==> config.mk <==
export PLATFORM = sky130hd
export DESIGN_NAME = wphy_dfe_rx_dcoc
export DESIGN_NICKNAME = d
export VERILOG_FILES = /design/src/rtl/wphy_dfe_rx_dcoc.sv
export SDC_FILE = /design/constraint.sdc
export NUM_CORES = 1
export LEC_CHECK = 0
export CAP_MARGIN = 20
export CORE_UTILIZATION = 40
export CTS_BUF_LIST = sky130_fd_sc_hd__clkbuf_8
export CTS_CLUSTER_SIZE = 14
export DETAILED_ROUTE_END_ITERATION = 8
export PLACE_DENSITY_LB_ADDON = 0.2
export SLEW_MARGIN = 20
export SYNTH_ARGS = -nofsm -noshare
export SYNTH_HDL_FRONTEND = slang
export SYNTH_SLANG_ARGS = --single-unit
==> constraint.sdc <==
create_clock -name clk -period 2.9 [get_ports clk]
set_input_delay 0.725 -clock clk [delete_from_list [all_inputs] [get_ports clk]]
set_output_delay 0.725 -clock clk [all_outputs]
set_load 0.02 [all_outputs]
==> src/rtl/wphy_dfe_rx_dcoc.sv <==
// Purpose : RX DC-offset correction. A two-speed leaky integrator estimates the I/Q DC offset,
//           the estimate is subtracted with saturation, and results are queued in a small FIFO.
//           Optional feature macro: WPHY_DFE_RX_DCOC_SAT_CNT_EN adds the sat_cnt output.
// Latency : adc_vld at cycle n -> pipeline register n+1 -> FIFO write n+1 -> out_vld n+2 (FIFO empty).
// Backpr. : the ADC side cannot be stalled. When the FIFO is full and not being read, the sample
//           is dropped and the sticky ovf flag is set.
// Ports   : clk, rst_n (async, active-low), en, freeze, adc_vld/adc_i/adc_q (ADC samples),
//           out_vld/out_rdy/out_i/out_q (to baseband), dc_i/dc_q (estimate), ovf, state,
//           sat_cnt (only with WPHY_DFE_RX_DCOC_SAT_CNT_EN).
module wphy_dfe_rx_dcoc #(
    parameter int DW         = 12,
    parameter int K_TRAIN    = 4,
    parameter int K_TRACK    = 8,
    parameter int TRAIN_LEN  = 64,
    parameter int FIFO_DEPTH = 4
) (
    input  logic          clk,
    input  logic          rst_n,
    input  logic          en,
    input  logic          freeze,
    input  logic          adc_vld,
    input  logic [DW-1:0] adc_i,
    input  logic [DW-1:0] adc_q,
    output logic          out_vld,
    input  logic          out_rdy,
    output logic [DW-1:0] out_i,
    output logic [DW-1:0] out_q,
    output logic [DW-1:0] dc_i,
    output logic [DW-1:0] dc_q,
    output logic          ovf,
`ifdef WPHY_DFE_RX_DCOC_SAT_CNT_EN
    output logic [15:0]   sat_cnt,
`endif
    output logic [1:0]    state
);

    localparam int AW = DW + K_TRACK + 1;
    localparam int PW = $clog2(FIFO_DEPTH);
    localparam int CW = 10;
    localparam logic [PW:0] DEPTH_C = (PW+1)'(FIFO_DEPTH);

    typedef enum logic [1:0] {
        S_IDLE   = 2'd0,
        S_TRAIN  = 2'd1,
        S_TRACK  = 2'd2,
        S_FREEZE = 2'd3
    } state_t;

    state_t               st;
    logic                 resume_track;   // state FREEZE returns to: 1 TRACK, 0 TRAIN
    logic [CW-1:0]        cnt;
    logic signed [AW-1:0] acc_i, acc_q;
    logic signed [AW-1:0] xi_ext, xq_ext;
    logic signed [AW-1:0] acc_i_nxt, acc_q_nxt;
    logic signed [DW:0]   yi, yq;
    logic                 take;
    logic                 train_done;

    function automatic logic [DW-1:0] sat_dw(input logic [DW:0] v);
        if (v[DW] ^ v[DW-1])
            sat_dw = v[DW] ? {1'b1, {(DW-1){1'b0}}} : {1'b0, {(DW-1){1'b1}}};
        else
            sat_dw = v[DW-1:0];
    endfunction

    assign take       = adc_vld && (st != S_IDLE);
    assign train_done = take && (cnt == CW'(TRAIN_LEN - 1));

    assign xi_ext = AW'($signed(adc_i));
    assign xq_ext = AW'($signed(adc_q));

    // Input is pre-scaled so the accumulator always sits at dc << K_TRACK,
    // whichever integrator speed is active.
    always_comb begin
        acc_i_nxt = acc_i + xi_ext - (acc_i >>> K_TRACK);
        acc_q_nxt = acc_q + xq_ext - (acc_q >>> K_TRACK);
        if (st == S_TRAIN) begin
            acc_i_nxt = acc_i + (xi_ext <<< (K_TRACK - K_TRAIN)) - (acc_i >>> K_TRAIN);
            acc_q_nxt = acc_q + (xq_ext <<< (K_TRACK - K_TRAIN)) - (acc_q >>> K_TRAIN);
        end
    end

    assign dc_i = DW'(acc_i >>> K_TRACK);
    assign dc_q = DW'(acc_q >>> K_TRACK);

    // Correction uses the estimate from before this sample's update.
    assign yi = $signed({adc_i[DW-1], adc_i}) - $signed({dc_i[DW-1], dc_i});
    assign yq = $signed({adc_q[DW-1], adc_q}) - $signed({dc_q[DW-1], dc_q});

    always_ff @(posedge clk or negedge rst_n) begin
        if (!rst_n) begin
            st           <= S_IDLE;
            resume_track <= 1'b0;
            cnt          <= '0;
            acc_i        <= '0;
            acc_q        <= '0;
        end else if (!en) begin
            st           <= S_IDLE;
            resume_track <= 1'b0;
            cnt          <= '0;
            acc_i        <= '0;
            acc_q        <= '0;
        end else begin
            case (st)
                S_IDLE: begin
                    st           <= S_TRAIN;
                    cnt          <= '0;
                    resume_track <= 1'b0;
                end
                S_TRAIN: begin
                    if (take) begin
                        acc_i <= acc_i_nxt;
                        acc_q <= acc_q_nxt;
                        cnt   <= cnt + CW'(1);
                    end
                    if (freeze) begin
                        st           <= S_FREEZE;
                        resume_track <= train_done;
                    end else if (train_done) begin
                        st <= S_TRACK;
                    end
                end
                S_TRACK: begin
                    if (take) begin
                        acc_i <= acc_i_nxt;
                        acc_q <= acc_q_nxt;
                    end
                    if (freeze) begin
                        st           <= S_FREEZE;
                        resume_track <= 1'b1;
                    end
                end
                S_FREEZE: begin
                    if (!freeze)
                        st <= resume_track ? S_TRACK : S_TRAIN;
                end
                default: st <= S_IDLE;
            endcase
        end
    end

    assign state = st;

    // Pipeline register and output FIFO.
    logic          p_vld;
    logic [DW-1:0] p_i, p_q;
    logic [DW-1:0] mem_i [FIFO_DEPTH];
    logic [DW-1:0] mem_q [FIFO_DEPTH];
    logic [PW-1:0] wr_ptr, rd_ptr;
    logic [PW:0]   fcnt;
    logic          full, do_rd, do_wr;
`ifdef WPHY_DFE_RX_DCOC_SAT_CNT_EN
    logic          p_sat;
`endif

    assign full    = (fcnt == DEPTH_C);
    assign out_vld = (fcnt != '0);
    assign do_rd   = out_vld && out_rdy;
    // A read in the same cycle frees the slot, so a full FIFO still accepts.
    assign do_wr   = p_vld && (!full || do_rd);
    assign out_i   = out_vld ? mem_i[rd_ptr] : '0;
    assign out_q   = out_vld ? mem_q[rd_ptr] : '0;

    always_ff @(posedge clk) begin
        if (do_wr) begin
            mem_i[wr_ptr] <= p_i;
            mem_q[wr_ptr] <= p_q;
        end
    end

    always_ff @(posedge clk or negedge rst_n) begin
        if (!rst_n) begin
            p_vld   <= 1'b0;
            p_i     <= '0;
            p_q     <= '0;
            wr_ptr  <= '0;
            rd_ptr  <= '0;
            fcnt    <= '0;
            ovf     <= 1'b0;
`ifdef WPHY_DFE_RX_DCOC_SAT_CNT_EN
            p_sat   <= 1'b0;
            sat_cnt <= '0;
`endif
        end else if (!en) begin
            p_vld   <= 1'b0;
            wr_ptr  <= '0;
            rd_ptr  <= '0;
            fcnt    <= '0;
            ovf     <= 1'b0;
`ifdef WPHY_DFE_RX_DCOC_SAT_CNT_EN
            sat_cnt <= '0;
`endif
        end else begin
            p_vld <= take;
            if (take) begin
                p_i <= sat_dw(yi);
                p_q <= sat_dw(yq);
`ifdef WPHY_DFE_RX_DCOC_SAT_CNT_EN
                p_sat <= (yi[DW] ^ yi[DW-1]) | (yq[DW] ^ yq[DW-1]);
`endif
            end
            if (do_wr)
                wr_ptr <= wr_ptr + PW'(1);
            if (do_rd)
                rd_ptr <= rd_ptr + PW'(1);
            if (do_wr && !do_rd)
                fcnt <= fcnt + (PW+1)'(1);
            else if (do_rd && !do_wr)
                fcnt <= fcnt - (PW+1)'(1);
            if (p_vld && !do_wr)
                ovf <= 1'b1;
`ifdef WPHY_DFE_RX_DCOC_SAT_CNT_EN
            if (do_wr && p_sat && (sat_cnt != 16'hFFFF))
                sat_cnt <= sat_cnt + 16'd1;
`endif
        end
    end

endmodule

==> results.cfg, run 1 <==
[sta]
setup_viol = 21
hold-worst-slack_ns = 0.219
post-route-min-period_ns = 3.24
hold_viol = 0
rsz0062_at_grt = true
fin_crit_sh = 1.12
tns_ns = -2.99
clock_skew_ns = 0.0326
max_freq_ghz = 0.309
max_slew_margin = 0.605
setup_ws_ns = -0.339
drv_slew = 0
worst_pin_slew_ns = 0.593

[route]
drt_pass1_iterations = 5
drt-initial-drc-count = 642
drc = 0
vias_per_cell = 5.09
wire_per_inst_um = 17.0
wirelength_um = 40900
final_antenna_net_count = 0
vias = 12300

[pwr]
powerDensity_nw_per_um2 = 1150
ir_worst_vdd_mv = 0.672
p_leak_nw = 9.04

[clocking]
cts_sinks = 184
clk_pin_slew_ns = 0.12
worstSkewPairLatency_ns = 0.50
cts_made_buffers = 17
cts_tree = done
cts_root_buffer = clkbuf_8
h-tree-depth = 4
cts_max_path_buffers = 2

[worst_setup_path]
max_stage_delay_ns = 0.47
critPathRequiredTime_ns = 3.32
worstRegToRegCells = 12
worstPathArrival_ns = 3.66
crit_cells = 13
crit_chain = clkdlybuf4s15_2 -> clkinvlp_4 -> fa_2 -> fa_2 -> nand2b_4 -> a21oi_4 -> o221ai_4 -> a211oi_2 -> nor3_2 -> a211oi_2 -> xnor2_1 -> or3_1 -> a21boi_1
critPathTopFamily = compound AO/OA/AOI/OAI gates
path_buf_inv = 2
crit_type = input port to flop
cpMaxStageDelayCell = fa_2
worstSetupEndpointType = flop
cp-start-kind = input port
critical_path.max_fanout = 3

[synth]
async_flop_share = 0.478
syn_avg_cell_area_um2 = 9.75
ys.warnings.count = 0
syn_area_um2 = 14500
synth_edf_count = 96
synthCells = 1486
syn-num-nets = 1703
yosysSeqAreaShare = 0.351
synth.distinct_cells = 84
ys.flop_type = edfxtp_1
yosys_register_bits = 184

[placement]
place.gp.congestion = 0.899
placed_area_um2 = 18900
dp_slack_ns = -1.30
hpwl_um = 31500
port_buffers = 81

[global_route]
grt_usage = 0.229
grt_pass1_wl_um = 65100
antenna_found_initial = 0
grt_overflow_total = 0
grt_max_degree = 43
grt_pass1_vias = 12400

[die]
die-height_um = 192
core_um2 = 35600
io_pins = 82
start_util = 0.407
die_x_um = 192
dieArea_um2 = 37000
num_rows = 69

[worst_hold_path]
hp-class = input port to async pin

[final_layout]
antenna_cells = 0
drive_gt1_frac = 0.371
stdcell_area_um2 = 20400
nFillCells = 3150
nets = 2150
area_growth_syn_to_layout_pct = 41.0
utilization = 0.574

[outcome]
violations = negative setup slack
status = finished with violations

[flow_run]
max_cap_viol_count = 0
## cells by family (layout without fill, tap and decap cells)
kind of cell,count (synthesis),in the layout,share of synthesized area
flip-flops,184,184,0.351
buffers and inverters,287,747,0.0810
XOR/XNOR,84,84,0.0508
AND/OR/NAND/NOR,362,362,0.120
multiplexers,29,29,0.0409
AO/OA/AOI/OAI,351,351,0.157
adder cells (fa/ha/maj),189,189,0.199
## state kept, by name (all words and copies together) (netlist names)
name / flops
acc_i: 21
acc_q: 21
cnt: 10
fcnt: 3
mem_i: 48
mem_q: 48
ovf: 1
p_i: 12
p_q: 12
p_vld: 1
rd_ptr: 2
resume_track: 1
state: 2
wr_ptr: 2
## worst reg2reg max path, cell delays in order (launching register included)
cell and delay, ns:
dfrtp_2 0.48, buf_12 0.14, fa_1 0.49, inv_2 0.04, ha_4 0.15, or4_4 0.55, o221ai_4 0.22, a211oi_2 0.13
nor3_2 0.19, a211oi_2 0.07, xnor2_1 0.14, or3_1 0.37, a21boi_1 0.16
## cell usage in the layout, fill, tap and decap left out, types with 17 or more instances in the layout
master           netlist  routed
dlygate4sd2_1          0      26
fa_1                  69      62
a21oi_2                2      21
clkbuf_8               0      17
o21ai_1                5      24
o21ai_0              102      70
dfrtp_1               88      76
nand2_1              109     106
a21o_1                28      27
buf_4                 24     376
buf_6                  0      22
ha_4                   0      41
clkdlybuf4s50_1        0      31
nand2b_1              23      20
edfxtp_1              96      96
inv_2                  0      44
nor2_1                96      88
inv_1                226     175
and2_1                35      34
a21oi_1               78      54
xnor2_1               55      52
mux4_2                24      24
ha_1                 118      74
xor2_1                29      29
## synth_stat cells, drive strengths merged (10+ instances only)
master / instances / area, µm²
a211oi: 19 / 148
o21a: 15 / 120
nand3: 19 / 95.1
nand2: 109 / 409
a21o: 29 / 219
o211ai: 11 / 87.6
o21ai: 108 / 544
nand2b: 23 / 144
edfxtp: 96 / 2880
a21oi: 80 / 408
buf: 32 / 211
fa: 69 / 1380
a31oi: 10 / 62.6
and2: 35 / 219
nor2: 97 / 367
inv: 226 / 848
dfrtp: 88 / 2200
nor2b: 17 / 106
nor3: 15 / 75.1
xnor2: 55 / 482
clkbuf: 28 / 105
ha: 118 / 1480
nand4: 10 / 62.6
mux4: 24 / 541
xor2: 29 / 254
## per-layer routing
metal  vias up  track usage  part of all wire
met5         -            0                 0
met4         0       0.0594             0.018
met3        46       0.0296             0.031
met2       212        0.372              0.47
met1      5979        0.321              0.48
li1       6013            -                 -
## layout make-up
class | count | area [µm²] | area share
inverters | 226 | 885 | 0.0433
flip-flops and latches | 184 | 5100 | 0.250
clock buffers | 17 | 234 | 0.0115
repair buffers | 489 | 4020 | 0.197
multi-input cells | 1015 | 9420 | 0.461
clock inverters | 15 | 179 | 0.00876
well taps | 461 | 577 | 0.0282
## final timing paths
check,start,slack [ns],end
max,adc_q[1],-0.34,acc_q[20]$_DFFE_PN0P_
min reg2reg,acc_i[5]$_DFFE_PN0P_,0.49,acc_i[5]$_DFFE_PN0P_
min in group clk,acc_i[5]$_DFFE_PN0P_,0.49,acc_i[5]$_DFFE_PN0P_
min,rst_n,0.22,acc_q[17]$_DFFE_PN0P_
max in group asynchronous,rst_n,1.93,acc_q[4]$_DFFE_PN0P_
max reg2reg,acc_q[15]$_DFFE_PN0P_,-0.30,acc_q[20]$_DFFE_PN0P_
## repair_timing
action	CTS	global route
hold buffers	0	0
pin swaps	91	66
endpoints found under the setup margin	81	60
setup buffers	41	16
gates cloned	0	1
endpoints found under the hold margin	0	0
gates resized for setup	226	92
## where the power goes
group	internal (mW)	total, mW	leakage [nW]	switching (mW)
combinational	9.17	17.9	6.80	8.68
sequential	3.34	3.82	2.02	0.481
clock	0.805	1.89	0.215	1.09
total	13.3	23.6	9.04	10.2
## metrics by stage
stage / power, mW / cells
6_report: 23.6 / 2407
5_1_grt: 25.5 / 2407
4_1_cts: 22.9 / 2397
3_5_place_dp: 19.5 / 2326
3_3_place_gp: 19.3 / 2326
2_1_floorplan: 13.3 / 1486
Power figures use the tool's default switching activity.
==> run 2: changes to the inputs <==
ABC_CLOCK_PERIOD_IN_PS = 2900   (was default)
CAP_MARGIN = 15   (was 20)
==> results of run 2 <==
The final DEF is identical to that of run 1; final timing and power are the same.
==> run 3: changes to the inputs <==
CAP_MARGIN = 10   (was 15)
GPL_TIMING_DRIVEN = 0   (was default)
==> run 3 against run 2 <==
The run still ends with negative setup slack left. First-iteration DRC count rose by 1.1%. Maximum frequency decreased by 2.3%. Register-to-register slack worse by 0.08 ns. Power down 8.1%. Clock-buffer cell count stayed put. Non-clock buffer count shrank 228. Design area is 8.1% lower. Largest power group unchanged.
==> results.cfg, run 3 (synthesis results as in run 1) <==
[route]
drc = 0
final_antenna_net_count = 0
drt-initial-drc-count = 649
vias = 11500
vias_per_cell = 5.30
wire_per_inst_um = 18.4
wirelength_um = 40000
drt_pass1_iterations = 5

[die]
dieArea_um2 = 37000
start_util = 0.407
die_x_um = 192
io_pins = 82
die-height_um = 192
core_um2 = 35600
num_rows = 69

[sta]
rsz0062_at_grt = true
drv_slew = 0
fin_crit_sh = 1.14
max_slew_margin = 0.468
hold_viol = 0
clock_skew_ns = 0.0391
post-route-min-period_ns = 3.32
worst_pin_slew_ns = 0.798
setup_viol = 20
max_freq_ghz = 0.302
setup_ws_ns = -0.416

[clocking]
cts_tree = done
cts_max_path_buffers = 2
clk_pin_slew_ns = 0.14
h-tree-depth = 4
cts_made_buffers = 17
cts_sinks = 184
worstSkewPairLatency_ns = 0.47
hold_buffers = 0
cts_root_buffer = clkbuf_8

[worst_setup_path]
cpMaxStageDelayCell = fa_1
critPathRequiredTime_ns = 3.24
critical_path.max_fanout = 5
r2r_setup_slack_ns = -0.38
crit_type = input port to flop
r2r-end = acc_i[17]$_DFFE_PN0P_
crit_chain = dlygate4sd2_1 -> inv_2 -> fa_1 -> inv_1 -> ha_4 -> and3_1 -> a221o_1 -> a21o_1 -> a41o_1 -> a211oi_2 -> buf_4 -> a31oi_4 -> xnor2_2 -> o21ai_1
critPathTopFamily = compound AO/OA/AOI/OAI gates
cp-startpoint = adc_i[6]
path_buf_inv = 4
worstSetupEndpointType = flop
worstRegToRegCells = 14
endpoint = acc_i[17]$_DFFE_PN0P_
worstPathArrival_ns = 3.65
cp-start-kind = input port
max_stage_delay_ns = 0.56
r2r_start = acc_i[9]$_DFFE_PN0P_
crit_cells = 14

[placement]
dp_slack_ns = -1.81
hpwl_um = 29300
place.gp.congestion = 0.878
placed_area_um2 = 16400
port_buffers = 80

[pwr]
power_mw = 21.7
p_leak_nw = 7.83
powerDensity_nw_per_um2 = 1150
ir_worst_vdd_mv = 0.488

[final_layout]
antenna_cells = 0
seq_area_um2 = 5110
final_common_cell = inv_1
drive_gt1_frac = 0.298
layout_common_cells = inv_1, buf_4, nand2_1
nFillCells = 3252
multiInputGateArea_um2 = 9590
utilization = 0.528
area_growth_syn_to_layout_pct = 29.6
stdcell_area_um2 = 18800
nets = 1922
top_regs = mem_i: 48 flops, mem_q: 48 flops

[global_route]
grt_pass1_wl_um = 63100
grt_pass1_vias = 11600
antenna_found_initial = 0
grt_overflow_total = 0
grt_max_degree = 65
grt_usage = 0.223

[outcome]
violations = negative setup slack
status = finished with violations

[worst_hold_path]
hp-class = input port to async pin

[flow_run]
max_cap_viol_count = 0
==> run 3: changes by cell type in the layout (fill, tap and decap cells not counted), moves of 5 or more <==
cell             previous run  this run
o21ai_1                    24        29
ha_2                        3        10
buf_12                     11         5
clkbuf_1                    0        17
clkinv_8                    0         5
dfrtp_2                    12        23
dfrtp_1                    76        65
clkdlybuf4s15_1             2         7
and2_1                     34        29
buf_4                     376       126
dlygate4sd2_1              26        21
ha_1                       74        63
==> run 3: area by class of cell <==
type,count,area share
timing repair buffer,206,0.0970
buffer,55,0.0189
multi-input combinational,1015,0.511
sequential,184,0.272
inverter,226,0.0477
tap,461,0.0307
clock inverter,15,0.0101
clock buffer,17,0.0125
==> run 3: how the worst min path moves through the flow <==
| stage | to | start | depth (start not counted) |
|---|---|---|---|
| after floorplan | acc_i[0]$_DFFE_PN0P_ | rst_n | 0 |
| after global placement | acc_i[7]$_DFFE_PN0P_ | acc_i[7]$_DFFE_PN0P_ | 2 |
| after detailed placement | acc_i[7]$_DFFE_PN0P_ | acc_i[7]$_DFFE_PN0P_ | 2 |
| after CTS | acc_q[13]$_DFFE_PN0P_ | rst_n | 1 |
| after global routing | acc_q[14]$_DFFE_PN0P_ | rst_n | 1 |
| final | acc_q[14]$_DFFE_PN0P_ | rst_n | 1 |
==> run 3: what timing repair did <==
action,CTS,global route
gates resized for setup,288,116
buffers inserted,82,50
pin swaps,91,98
endpoints found under the hold margin,0,0
setup endpoints to repair,86,80
==> run 3: per-stage QoR <==
step	cells	hold WS, ns	TNS (ns)
global placement	2027	0.458	-305.72
floorplan	1486	0.429	-3.77
global route	2179	0.0730	-6.82
finish	2179	0.0902	-4.42
CTS	2137	0.0747	-4.42
detailed placement	2028	0.466	-69.07
==> run 3: where the power goes <==
part | internal [mW] | switching (mW) | leakage (nW)
Sequential | 3.35 | 0.551 | 2.01
Combinational | 7.54 | 8.39 | 5.62
Clock | 0.676 | 1.17 | 0.205
==> run 3: routing by layer <==
layer	up-vias	wire, µm	GRT usage	share of wire
met5	-	0	0	0
met4	0	830	0.0612	0.021
met3	48	1510	0.0322	0.038
met2	264	19500	0.372	0.49
met1	5692	18200	0.300	0.45
li1	5536	-	-	-
